===== src/rtl/seg7_pkg.sv =====
// Shared 7-segment constants and the team-wide BCD decoder.
// Patterns are active-high, bit order {g,f,e,d,c,b,a}.
package seg7_pkg;

  localparam logic [6:0] SEG_0     = 7'h3F;
  localparam logic [6:0] SEG_1     = 7'h06;
  localparam logic [6:0] SEG_2     = 7'h5B;
  localparam logic [6:0] SEG_3     = 7'h4F;
  localparam logic [6:0] SEG_4     = 7'h66;
  localparam logic [6:0] SEG_5     = 7'h6D;
  localparam logic [6:0] SEG_6     = 7'h7D;
  localparam logic [6:0] SEG_7     = 7'h07;
  localparam logic [6:0] SEG_8     = 7'h7F;
  localparam logic [6:0] SEG_9     = 7'h6F;
  localparam logic [6:0] SEG_E     = 7'h79;
  localparam logic [6:0] SEG_BLANK = 7'h00;

  // Non-BCD codes 10..15 render as 'E' so bad upstream data is visible.
  function automatic logic [6:0] bcd_to_seg(input logic [3:0] bcd);
    logic [6:0] seg;
    case (bcd)
      4'd0:    seg = SEG_0;
      4'd1:    seg = SEG_1;
      4'd2:    seg = SEG_2;
      4'd3:    seg = SEG_3;
      4'd4:    seg = SEG_4;
      4'd5:    seg = SEG_5;
      4'd6:    seg = SEG_6;
      4'd7:    seg = SEG_7;
      4'd8:    seg = SEG_8;
      4'd9:    seg = SEG_9;
      default: seg = SEG_E;
    endcase
    return seg;
  endfunction

endpackage


===== src/rtl/seg7_scan_driver_scan_tick_gen.sv =====
// Slot prescaler: counts 0..DIV-1 while enabled, tick_c marks the wrap cycle.
module scan_tick_gen #(
  parameter int unsigned DIV   = 50000,
  parameter int unsigned CNT_W = (DIV > 1) ? $clog2(DIV) : 1
) (
  input  logic             clk,
  input  logic             reset,
  input  logic             en,
  output logic             tick_c,
  output logic [CNT_W-1:0] phase_q
);

  logic [CNT_W-1:0] phase_d;

  always_comb begin
    phase_d = phase_q;
    tick_c  = 1'b0;
    if (en) begin
      if (phase_q == CNT_W'(DIV - 1)) begin
        phase_d = '0;
        tick_c  = 1'b1;
      end else begin
        phase_d = phase_q + CNT_W'(1);
      end
    end
  end

  always_ff @(posedge clk or posedge reset) begin
    if (reset) phase_q <= '0;
    else       phase_q <= phase_d;
  end

endmodule


===== src/rtl/seg7_scan_driver.sv =====
// Time-multiplexed N-digit 7-segment scan driver with frame-synchronous double buffering.
// Optional blinking of selected digits when SEG7_BLINK_EN is defined.
module seg7_scan_driver
  import seg7_pkg::*;
#(
  parameter int unsigned NUM_DIGITS  = 6,
  parameter int unsigned SCAN_DIV    = 50000,
  parameter int unsigned DEAD_CYCLES = 1,
  parameter bit          BLANK_LZ    = 1'b1,
  parameter bit          SEG_ACT_LOW = 1'b1,
  parameter bit          AN_ACT_LOW  = 1'b1
`ifdef SEG7_BLINK_EN
  ,
  parameter int unsigned BLINK_DIV   = 250
`endif
) (
  input  logic                          clk,
  input  logic                          reset,
  input  logic                          en,
  input  logic [4*NUM_DIGITS-1:0]       bcd_bus,
  input  logic [NUM_DIGITS-1:0]         dp_in,
  input  logic                          load,
`ifdef SEG7_BLINK_EN
  input  logic [NUM_DIGITS-1:0]         blink_mask,
`endif
  output logic [6:0]                    seg_out,
  output logic                          dp_out,
  output logic [NUM_DIGITS-1:0]         an_out,
  output logic [$clog2(NUM_DIGITS)-1:0] digit_idx,
  output logic                          frame_done
);

  localparam int unsigned IDX_W = $clog2(NUM_DIGITS);
  localparam int unsigned CNT_W = (SCAN_DIV > 1) ? $clog2(SCAN_DIV) : 1;
  localparam int unsigned BUS_W = 4 * NUM_DIGITS;

  localparam logic [6:0]            SEG_OFF = SEG_ACT_LOW ? ~SEG_BLANK : SEG_BLANK;
  localparam logic                  DP_OFF  = SEG_ACT_LOW;
  localparam logic [NUM_DIGITS-1:0] AN_OFF  = AN_ACT_LOW ? {NUM_DIGITS{1'b1}} : {NUM_DIGITS{1'b0}};

  logic             tick_c;
  logic [CNT_W-1:0] phase_q;

  logic [IDX_W-1:0]      digit_idx_q, digit_idx_d;
  logic                  frame_done_q, frame_done_d;
  logic                  load_pend_q, load_pend_d;
  logic [BUS_W-1:0]      shadow_bcd_q, shadow_bcd_d;
  logic [NUM_DIGITS-1:0] shadow_dp_q, shadow_dp_d;
  logic [6:0]            seg_q, seg_d;
  logic                  dp_q, dp_d;
  logic [NUM_DIGITS-1:0] an_q, an_d;

  logic                  last_slot_c, frame_wrap_c, capture_c;
  logic [NUM_DIGITS-1:0] blank_c;
  logic                  upper_zero_c;
  logic [3:0]            cur_bcd_c;
  logic                  cur_dp_c, cur_blank_c, an_on_c, dp_on_c;
  logic [NUM_DIGITS-1:0] onehot_c, an_sel_c;
  logic [6:0]            pat_c;

  scan_tick_gen #(
    .DIV   (SCAN_DIV),
    .CNT_W (CNT_W)
  ) u_tick (
    .clk     (clk),
    .reset   (reset),
    .en      (en),
    .tick_c  (tick_c),
    .phase_q (phase_q)
  );

  // Slot sequencing and frame-boundary capture of the shadow registers.
  always_comb begin
    last_slot_c  = (digit_idx_q == IDX_W'(NUM_DIGITS - 1));
    frame_wrap_c = tick_c && last_slot_c;
    capture_c    = frame_wrap_c && (load_pend_q || load);
    digit_idx_d  = digit_idx_q;
    if (tick_c) digit_idx_d = last_slot_c ? '0 : digit_idx_q + IDX_W'(1);
    frame_done_d = frame_wrap_c;
    shadow_bcd_d = capture_c ? bcd_bus : shadow_bcd_q;
    shadow_dp_d  = capture_c ? dp_in : shadow_dp_q;
    load_pend_d  = (load_pend_q || load) && !capture_c;
  end

  // Leading-zero mask: a digit blanks when it and everything above it are zero.
  always_comb begin
    upper_zero_c = 1'b1;
    blank_c      = '0;
    for (int i = int'(NUM_DIGITS) - 1; i > 0; i--) begin
      upper_zero_c = upper_zero_c && (shadow_bcd_q[4*i +: 4] == 4'd0);
      blank_c[i]   = BLANK_LZ && upper_zero_c;
    end
  end

`ifdef SEG7_BLINK_EN
  localparam int unsigned BLINK_W = (BLINK_DIV > 1) ? $clog2(BLINK_DIV) : 1;

  logic [BLINK_W-1:0] frame_cnt_q, frame_cnt_d;
  logic               blink_phase_q, blink_phase_d;

  // Blink phase toggles every BLINK_DIV frames; phase 1 means digits shown.
  always_comb begin
    frame_cnt_d   = frame_cnt_q;
    blink_phase_d = blink_phase_q;
    if (frame_wrap_c) begin
      if (frame_cnt_q == BLINK_W'(BLINK_DIV - 1)) begin
        frame_cnt_d   = '0;
        blink_phase_d = !blink_phase_q;
      end else begin
        frame_cnt_d = frame_cnt_q + BLINK_W'(1);
      end
    end
  end
`endif

  // Output pattern for the slot currently held in digit_idx_q.
  always_comb begin
    cur_bcd_c   = 4'd0;
    cur_dp_c    = 1'b0;
    cur_blank_c = 1'b0;
    onehot_c    = '0;
    for (int unsigned i = 0; i < NUM_DIGITS; i++) begin
      if (digit_idx_q == IDX_W'(i)) begin
        cur_bcd_c   = shadow_bcd_q[4*i +: 4];
        cur_dp_c    = shadow_dp_q[i];
        cur_blank_c = blank_c[i];
        onehot_c[i] = 1'b1;
      end
    end
    pat_c   = (cur_blank_c || !en) ? SEG_BLANK : bcd_to_seg(cur_bcd_c);
    dp_on_c = en && cur_dp_c;
    an_on_c = en && (phase_q >= CNT_W'(DEAD_CYCLES));
`ifdef SEG7_BLINK_EN
    if (!blink_phase_q && |(blink_mask & onehot_c)) an_on_c = 1'b0;
`endif
    an_sel_c = an_on_c ? onehot_c : '0;
    seg_d    = SEG_ACT_LOW ? ~pat_c : pat_c;
    dp_d     = SEG_ACT_LOW ? !dp_on_c : dp_on_c;
    an_d     = AN_ACT_LOW ? ~an_sel_c : an_sel_c;
  end

  always_ff @(posedge clk or posedge reset) begin
    if (reset) begin
      digit_idx_q  <= '0;
      frame_done_q <= 1'b0;
      load_pend_q  <= 1'b0;
      shadow_bcd_q <= '0;
      shadow_dp_q  <= '0;
      seg_q        <= SEG_OFF;
      dp_q         <= DP_OFF;
      an_q         <= AN_OFF;
`ifdef SEG7_BLINK_EN
      frame_cnt_q   <= '0;
      blink_phase_q <= 1'b1;
`endif
    end else begin
      digit_idx_q  <= digit_idx_d;
      frame_done_q <= frame_done_d;
      load_pend_q  <= load_pend_d;
      shadow_bcd_q <= shadow_bcd_d;
      shadow_dp_q  <= shadow_dp_d;
      seg_q        <= seg_d;
      dp_q         <= dp_d;
      an_q         <= an_d;
`ifdef SEG7_BLINK_EN
      frame_cnt_q   <= frame_cnt_d;
      blink_phase_q <= blink_phase_d;
`endif
    end
  end

  assign seg_out    = seg_q;
  assign dp_out     = dp_q;
  assign an_out     = an_q;
  assign digit_idx  = digit_idx_q;
  assign frame_done = frame_done_q;

endmodule

===== config.mk =====
export PLATFORM = sky130hd
export DESIGN_NAME = seg7_scan_driver
export DESIGN_NICKNAME = d
export VERILOG_FILES = /design/src/rtl/seg7_pkg.sv /design/src/rtl/seg7_scan_driver_scan_tick_gen.sv /design/src/rtl/seg7_scan_driver.sv
export SDC_FILE = /design/constraint.sdc
export NUM_CORES = 1
export LEC_CHECK = 0
export ABC_AREA = 1
export CAP_MARGIN = 10
export CELL_PAD_IN_SITES_DETAIL_PLACEMENT = 0
export CELL_PAD_IN_SITES_GLOBAL_PLACEMENT = 1
export CORE_ASPECT_RATIO = 0.8
export CORE_MARGIN = 10
export CORE_UTILIZATION = 43
export CTS_CLUSTER_DIAMETER = 50
export DETAILED_ROUTE_END_ITERATION = 7
export PLACE_DENSITY_LB_ADDON = 0.1
export SLEW_MARGIN = 20
export SYNTH_ARGS = -nofsm -noshare
export SYNTH_HDL_FRONTEND = slang
export SYNTH_SLANG_ARGS = --single-unit

===== constraint.sdc =====
create_clock -name clk -period 6 [get_ports clk]
set_input_delay 0.9 -clock clk [delete_from_list [all_inputs] [get_ports clk]]
set_output_delay 0.9 -clock clk [all_outputs]
set_load 0.05 [all_outputs]

==> impl_metrics.toml <==
[timing]
setup_slack_ns = 3.245
clock.fmax_mhz = 363.0
finalSetupViolations = 0
clock_skew_ns = 0.008612
layout_min_cycle_time_ns = 2.755
finalHoldViolCount = 0
max-slew-margin-rel = 0.4549
drv_slew = 0
tns_ns = 0
rsz0062_at_grt = "false"
period_share = 0.4592
worstMarginPinSlew_ns = 0.8177

[clock_network]
clkLatencyLatePin_ns = 0.35
cts_tree = "yes"
cts-root-buf = "clkbuf_8"
cts_buffers = 9
cts_max_path_buffers = 2
cts_htree_levels = 3
cts.sinks = 65
holdBufCountCts = 0
clk_pin_slew_ns = 0.07
ctsResizeCount = 0
cts_setup_buffers = 0

[routing]
drc = 0
first_iter_violations = 165
dr.pass1.iters = 4
route.vias.total = 2763
viasPerCell = 4.805
wl_met1_mm = 3.627
wl_mm = 7.688
ant_nets = 0
dr_wl_met2_mm = 3.440
wire_per_inst_um = 13.37
dr.max_layer_used = "met4"
route.met3.wl_um = 468

[power]
ir_drop_mv = 0.1244
p_sw_frac = 0.3170
power_density_nw_per_um2 = 269.4
power_frac_seq = 0.471
p_switching_w = 0.0003546
p_comb_frac = 0.198
leakage_nw = 2.014
p_int_w = 0.0007640
clkPwrFrac = 0.331

[cells_and_area]
nFillCells = 730
finalCoreUtilization = 0.5537
syn2layout_area_growth_pct = 24.08
layout-drive-gt1-share = 0.1170
antenna_cells = 0
final_nets = 508

[setup_path]
r2r_cells = 13
cp_max_fo = 10
r2r-end = "seg_out[3]"
critPathLaunchType = "flop"
crit_type = "flop to primary output"
crit_arrival_ns = 1.86
ff2ff_setup_slack_ns = 3.34
critical_path.top_delay_family = "buffers and inverters"
slowest_delay_ns = 0.90
critPathSlowestCell = "clkdlybuf4s50_1"
path_cells = "clkdlybuf4s50_1"
crit_required_ns = 5.10
worst-path-buf-inv = 1
end_kind = "primary output"
timing.rr.start = "digit_idx[0]"

[yosys]
synth_warnings = 0
avgSynthCellArea_sq_um = 8.160
syn_nets = 453
ys.flop_type = "dfrtp_1"
syn_area_sq_um = 3346
ys_seq_area_frac = 0.4914
ys_types = 35
ys_ff_latch = 65
synthArstFlopShare = 1.000
synth_cells = 410
synth_edf_count = 0

[die]
fp-row-count = 28
io_pins = 52
chipWidth_um = 118.6
core-area_sq_um = 7497
start_util = 0.4463
die_h_um = 98.90
die_area_sq_um = 11730

[place]
post-place-ws_ns = 3.078
hpwl_mm = 5.634
place_congestion = 0.8777
io_buffers = 51

[job]
drv_cap = 0

[min_path]
hold_depth = 1
whs_endpoint = "dp_out"
min-delay-start = "shadow_dp_q[5]"
min_path_type = "flop to flop"

[grt]
antenna_found_initial = 0
grt_pass1_wl_mm = 13.19
grt_pass1_vias = 2736
grt_start_max_net_pins = 66
grt_use_total = 0.1351
overflow = 0

[status]
status = "finished clean"
## placed cells by master (no fill, tap or decap), types with 8 or more instances in the layout
cell type and count:
a21oi_1 8, clkbuf_8 10, clkdlybuf4s50_1 51, dfrtp_1 51, dfstp_2 14, ha_1 9, inv_1 60, inv_2 8
nand2_1 86, nand3_1 32, nand4_1 11, nor2_1 26, nor3_1 10, o21ai_0 13, o21ai_1 34
## metrics by stage
| stage | cells | area (sq um) | power, W | hold slack, ns |
|---|---|---|---|---|
| after floorplan | 410 | 3346 | 0.0006773 | 0.4224 |
| after global placement | 559 | 3956 | 0.0007508 | 0.4574 |
| after detailed placement | 559 | 3956 | 0.0007536 | 0.4570 |
| after CTS | 575 | 4151 | 0.001129 | 0.4595 |
| after global routing | 575 | 4151 | 0.001188 | 0.4895 |
| final | 575 | 4151 | 0.001119 | 0.4723 |
## state kept, by name (all words and copies together) (netlist names)
name,cells
an_out,6
digit_idx,3
dp_out,1
seg_out,7
frame_done,1
u_tick.phase_q,16
shadow_dp_q,6
shadow_bcd_q,24
load_pend_q,1
## logic make-up (layout without fill, tap and decap cells)
logic type | count (synthesis) | in the layout | synth area share
AND/OR/NAND/NOR | 192 | 192 | 0.2708
adder cells (fa/ha/maj) | 9 | 9 | 0.03366
AO/OA/AOI/OAI | 59 | 59 | 0.09462
flip-flops | 65 | 65 | 0.4914
buffers and inverters | 78 | 138 | 0.09125
XOR/XNOR | 7 | 7 | 0.01832
## power by group through the flow
| stage | clock [W] | combinational (W) | sequential [W] |
|---|---|---|---|
| after detailed placement | 0 | 0.000220 | 0.000534 |
| final | 0.000370 | 0.000222 | 0.000527 |
| after global placement | 0 | 0.000218 | 0.000533 |
| after CTS | 0.000382 | 0.000222 | 0.000526 |
| after global routing | 0.000405 | 0.000250 | 0.000532 |
| after floorplan | 0 | 0.000135 | 0.000542 |
## cell usage after synthesis (all sizes together), types with 2 or more instances
library cell | count | area share
clkbuf | 2 | 0.0026
a21oi | 9 | 0.017
dfstp | 14 | 0.11
nor2 | 28 | 0.033
ha | 9 | 0.034
nand2 | 90 | 0.11
o21ai | 47 | 0.070
xor2 | 7 | 0.018
nor3 | 13 | 0.028
buf | 7 | 0.011
dfrtp | 51 | 0.38
nor4 | 7 | 0.013
nand4 | 11 | 0.021
inv | 68 | 0.076
or2 | 7 | 0.013
nand3 | 34 | 0.054
## metal layers
| metal | up-vias | global-route usage |
|---|---|---|
| li1 | 1438 | - |
| met1 | 1240 | 0.1777 |
| met2 | 71 | 0.2011 |
| met3 | 14 | 0.04276 |
| met4 | 0 | 0.05530 |
| met5 | - | 0 |
## cell type report
| cell class | instances | area [sq um] | area share |
|---|---|---|---|
| multi-input cells | 267 | 1396 | 0.3363 |
| repair buffers | 53 | 525.5 | 0.1266 |
| clock buffers | 10 | 137.6 | 0.03315 |
| clock inverters | 6 | 57.56 | 0.01386 |
| inverters | 69 | 259.0 | 0.06239 |
| well taps | 105 | 131.4 | 0.03165 |
| flip-flops and latches | 65 | 1644 | 0.3960 |
## worst max path at each step
stage                     slack [ns]             end  cells past startpoint          from
after floorplan                 3.39      seg_out[3]                     13  digit_idx[2]
after global placement          3.13  shadow_dp_q[2]                      7            en
after detailed placement        3.08  shadow_dp_q[1]                      7            en
after CTS                       3.23    digit_idx[0]                      1  digit_idx[0]
after global routing            3.09      seg_out[3]                     13  digit_idx[0]
final                           3.24    digit_idx[0]                      1  digit_idx[0]
Note: power is estimated with default switching activity, not from simulation.
